--- config.mk ---
export PLATFORM = sky130hd
export DESIGN_NAME = ifu
export DESIGN_NICKNAME = d
export VERILOG_FILES = /design/src/rtl/ifu.sv
export SDC_FILE = /design/constraint.sdc
export NUM_CORES = 1
export LEC_CHECK = 0
export BUFFER_PORTS_ARGS = -buffer_cell sky130_fd_sc_hd__buf_2
export CAP_MARGIN = 40
export CORE_ASPECT_RATIO = 0.6
export CORE_UTILIZATION = 53
export CTS_CLUSTER_DIAMETER = 150
export DETAILED_ROUTE_END_ITERATION = 10
export GPL_TIMING_DRIVEN = 1
export PLACE_DENSITY_LB_ADDON = 0.15
export SYNTH_ARGS = -nofsm -noshare
export SYNTH_HDL_FRONTEND = slang
export SYNTH_SLANG_ARGS = --single-unit
--- constraint.sdc ---
create_clock -name clk -period 4.1 [get_ports clk]
set_input_delay 0.41 -clock clk [delete_from_list [all_inputs] [get_ports clk]]
set_output_delay 0.41 -clock clk [all_outputs]
set_load 0.03 [all_outputs]
--- src/rtl/ifu.sv ---
// Instruction fetch unit: fetches one word at a time from instruction memory,
// holds it until the core retires it, then computes the next PC.
module ifu #(
  parameter logic [31:0] RESET_PC    = 32'h0000_3000,
  parameter int          ACK_TIMEOUT = 16
) (
  input  logic        clk,
  input  logic        rst_n,
  input  logic [1:0]  PC_Sel,
  input  logic [15:0] imm16,
  input  logic [25:0] target26,
  input  logic        exec_done,
  output logic        imem_req,
  output logic [31:0] imem_addr,
  input  logic        imem_ack,
  input  logic [31:0] imem_rdata,
  output logic [31:0] inst,
  output logic [5:0]  op,
  output logic [5:0]  func,
  output logic        inst_valid,
  output logic [31:0] pc,
  output logic [31:0] inst_count,
  output logic        fetch_err
);

  localparam int WaitW = (ACK_TIMEOUT < 2) ? 1 : $clog2(ACK_TIMEOUT + 1);
  localparam logic [WaitW-1:0] WaitLimit = WaitW'(ACK_TIMEOUT);

  typedef enum logic [1:0] {
    FETCH = 2'b00,
    HOLD  = 2'b01,
    ERROR = 2'b10
  } state_t;

  state_t           state_q, state_d;
  logic             started_q, started_d;
  logic [31:0]      pc_q, pc_d;
  logic [31:0]      inst_q, inst_d;
  logic [31:0]      count_q, count_d;
  logic [WaitW-1:0] wait_q, wait_d;

  logic [31:0]      pcPlus4;
  logic [31:0]      branchOffset;
  logic [31:0]      nextPc;
  logic [WaitW-1:0] waitInc;

  // Branch offsets are word counts, so they are sign-extended and scaled by 4.
  assign pcPlus4      = pc_q + 32'd4;
  assign branchOffset = {{14{imm16[15]}}, imm16, 2'b00};
  assign waitInc      = wait_q + WaitW'(1);

  always_comb begin
    nextPc = pcPlus4;
    case (PC_Sel)
      2'b01:   nextPc = pcPlus4 + branchOffset;
      2'b10:   nextPc = {pcPlus4[31:28], target26, 2'b00};
      default: nextPc = pcPlus4;
    endcase
  end

  // started_q keeps the request low until the first edge after reset release.
  always_comb begin
    state_d   = state_q;
    started_d = 1'b1;
    pc_d      = pc_q;
    inst_d    = inst_q;
    count_d   = count_q;
    wait_d    = wait_q;
    case (state_q)
      FETCH: begin
        if (started_q) begin
          if (imem_ack) begin
            inst_d  = imem_rdata;
            state_d = HOLD;
            wait_d  = '0;
          end else if (ACK_TIMEOUT != 0) begin
            wait_d = waitInc;
            if (waitInc == WaitLimit) begin
              state_d = ERROR;
            end
          end
        end
      end
      HOLD: begin
        if (exec_done) begin
          pc_d    = {nextPc[31:2], 2'b00};
          count_d = count_q + 32'd1;
          wait_d  = '0;
          state_d = FETCH;
        end
      end
      ERROR: begin
        state_d = ERROR;
      end
      default: begin
        state_d = ERROR;
      end
    endcase
  end

  always_ff @(posedge clk or negedge rst_n) begin
    if (!rst_n) begin
      state_q   <= FETCH;
      started_q <= 1'b0;
      pc_q      <= {RESET_PC[31:2], 2'b00};
      inst_q    <= '0;
      count_q   <= '0;
      wait_q    <= '0;
    end else begin
      state_q   <= state_d;
      started_q <= started_d;
      pc_q      <= pc_d;
      inst_q    <= inst_d;
      count_q   <= count_d;
      wait_q    <= wait_d;
    end
  end

  assign imem_req   = (state_q == FETCH) && started_q;
  assign imem_addr  = pc_q;
  assign inst       = inst_q;
  assign op         = inst_q[31:26];
  assign func       = inst_q[5:0];
  assign inst_valid = (state_q == HOLD);
  assign pc         = pc_q;
  assign inst_count = count_q;
  assign fetch_err  = (state_q == ERROR);

endmodule

==> results.md <==
* Final wirelength at 20800 um
* Finished Core Util at 64.3%
* Clock skew at between 0.015 and 0.02 ns
* Hold slack at 0.281 ns
* Unrepaired setup endpoints after global routing: true
* Layout fillers at 1171
* Top Ports at 223
* Share of cells above drive strength 1 at 31.0%
* Largest net degree at the start of global routing at 64
* Critical path arrival at 4.10 ns
* Port bufs at 218
* Clock Path Buffers at 2
* CP max FO at 7
* TNS Setup at 0 ns
* Total CTS buffers at 9
* Startpoint types: flip-flop
* Hold violation total from the final report at 0
* GRT Resource Usage Total at 28.6%
* H-tree levels at 3
* Post-layout nets at 1107
* Final Total Pwr at 5.64 mW
* DP HPWL at 15800 um
* Clk root buf: clkbuf_16
* GRT overflow at 0
* Register area at about 2600 um^2
* Vias per std cell at 5.79
* Flops & latches, synth at around 100
* Leak Pwr at 4.17 nW
* Fin. max-slew vios at 0
* Most used DFF post-synth: dfrtp_1
* Syn Inst Count at 824
* Multi-input logic area at 4320 um^2
* VDD IR-drop max at 0.276 mV
* CP required at 4.32 ns
* Crit path kind: reg -> reg
* Placer Congestion at 0.972
* CP Capture Type: flip-flop
* Worst Max-Slew Pin Slew at 0.823 ns
* Layout Cells excl Fill at 1186
* Global-route wire length before repair at 32100 um
* Number of remaining DRC errors at 0
* Die width at 155 um
* Max-Cap Viols at 0
* Placed cell count at approximately 1.2k
* TritonCTS clock tree: yes
* F_max at 257 MHz
* CORE AREA at 13700 um^2
* Via count at around 6.9k
* Syn avg cell area at between 9 and 10 um^2
* Routed len/inst at 17.5 um
* 1st-iter DRT viols at 717
* Initial core utilization at between 50% and 60%
* Synth cell types at 74
* Clk_lat worst skew at between 0.3 and 0.4 ns
* Die Y at 93.8 um
* Synthesis warning total at 0
* Most common cell after layout, fill and taps aside: buf_2
* Synthesized area at 7450 um^2
* Asr flop ratio synth at 100%
* Run status: completed
* Post-synth EDFFs at 0
* Relative slew slack at 45.1%
* TritonRoute pass-1 iters at 5
* Initial antenna violation count at 1
* Period minus WS final at about 3.9 ns
* Vias in the first global route at 5898
* Pwr dens at 641 nW/um^2
* Die Area at 14600 um^2
* CTS clock-pin slew for the worst setup and hold paths at 0.08 ns
* Tcrit/Tclk final at 94.7%
* Area Growth Syn to Fin at 18.0%
* Sequential area share after synthesis at 34.3%
* Setup Viol. Count Final at 0
* Antenna Nets Post-Route at 0
* Cell row count at 33
* Num Clock Sinks at 102
* Commonest non-fill, non-tap cells in the layout: buf_2, dfrtp_1, nand2_1
* Worst Hold Class: in -> reg
[worst paths after layout]
kind                       slack [ns]  cells past startpoint            from             end
max                              0.22                     14    imem_addr[2]   imem_addr[30]
min                              0.28                      2        imem_ack       wait_q[2]
max reg2reg                      0.22                     14    imem_addr[2]   imem_addr[30]
min reg2reg                      0.48                      1  inst_count[31]  inst_count[31]
max in group asynchronous        2.64                      4           rst_n   imem_addr[12]
min in group asynchronous        0.45                      2           rst_n  inst_count[24]
[routing by layer]
metal  share of wire [%]  vias up  global-route usage, %
met2                  39      348                   37.7
met3                  12       19                   8.21
met1                  48     3221                   45.4
met4                0.81        0                   4.13
li1                    -     3278                      -
met5                   0        -                      0
[synth_stat cells, types with 3 or more instances]
cell type  instances  area share [%]
o31ai_1           14             1.4
xnor2_1           58             6.8
nor4_1             5            0.42
mux2i_1            3            0.40
a31oi_1           13             1.1
mux2_2            33             5.0
a211oi_1           5            0.50
a211o_1            3            0.35
o22ai_1           10            0.84
o22a_1             4            0.47
o21bai_1           5            0.50
a221oi_1          13             1.5
and4_1             3            0.35
o211ai_1           5            0.50
buf_1              7            0.35
and2_1             8            0.67
clkbuf_1          29             1.5
or4_1              3            0.30
ha_1              38             6.4
nand3b_1           3            0.30
o21ai_0           30             2.0
o21ai_1            3            0.20
and3_1            13             1.1
nor2_1            48             2.4
dfrtp_1          100              34
xor2_1            24             2.8
nand2_1           65             3.3
a22oi_1            3            0.30
a21oi_1           59             4.0
nand3_1           34             2.3
a22o_1             3            0.35
buf_4             48             4.8
o21a_1             9            0.91
nor3_1            14            0.94
a21o_1            14             1.4
inv_1             19            0.96
nand2b_1           4            0.34
nand4_1           22             1.8
nor2b_1            7            0.59
[worst max-delay path: stages (launching register included)]
cell,delay (ns)
dfrtp_1,0.44
ha_1,0.28
and4_4,0.28
nand4_2,0.19
nor2_1,0.30
nand3_1,0.17
xnor2_1,0.16
ha_1,0.25
a21o_1,0.22
a211oi_1,0.34
o21bai_1,0.12
a211o_1,0.29
a21o_1,0.21
o311ai_0,0.36
o31ai_1,0.11
[through the flow]
| step | worst slack, ns | area, um^2 |
|---|---|---|
| detailed placement | 0.227 | 8440 |
| CTS | 0.180 | 8760 |
| finish | 0.216 | 8790 |
| global placement | 0.357 | 8380 |
| floorplan | 0.308 | 7460 |
| global route | -0.0416 | 8790 |
[timing repair]
action / 4_1_cts / 5_1_grt
setup buffers: 0 / 2
hold buffers: 1 / 0
hold endpoints to repair: 14 / 0
gates resized for setup: 0 / 2
endpoints found under the setup margin: 0 / 5
[cells by family (layout without fill, tap and decap cells)]
| kind of cell | after synthesis | in the layout | share of synthesized area [%] |
|---|---|---|---|
| AO/OA/AOI/OAI | 208 | 208 | 18.3 |
| XOR/XNOR | 82 | 82 | 9.64 |
| adder cells (fa/ha/maj) | 39 | 39 | 6.65 |
| buffers and inverters | 107 | 273 | 8.04 |
| flip-flops | 102 | 102 | 34.3 |
| multiplexers | 36 | 36 | 5.39 |
| other | 2 | 6 | 0.101 |
| AND/OR/NAND/NOR | 248 | 248 | 17.6 |
[power breakdown]
group | switching (mW) | internal [mW] | total, mW
clock network | 0.447 | 0.438 | 0.885
logic | 2.08 | 1.13 | 3.20
registers | 0.322 | 1.23 | 1.55
[sequential cells by signal, summed over array words and instances (netlist names)]
name	flops
wait_q	5
inst_count	32
state_q	2
inst	32
started_q	1
imem_addr	30
[final cells by class]
| cell class | instances | area share, % |
|---|---|---|
| Clock buffer | 9 | 2.56 |
| Sequential cell | 102 | 29.1 |
| Inverter | 19 | 0.811 |
| Clock inverter | 7 | 1.02 |
| Multi-Input combinational cell | 618 | 49.2 |
| Tap cell | 192 | 2.73 |
| Antenna cell | 1 | 0.0285 |
| Timing Repair Buffer | 238 | 14.6 |
Note: power is estimated with default switching activity, not from simulation.
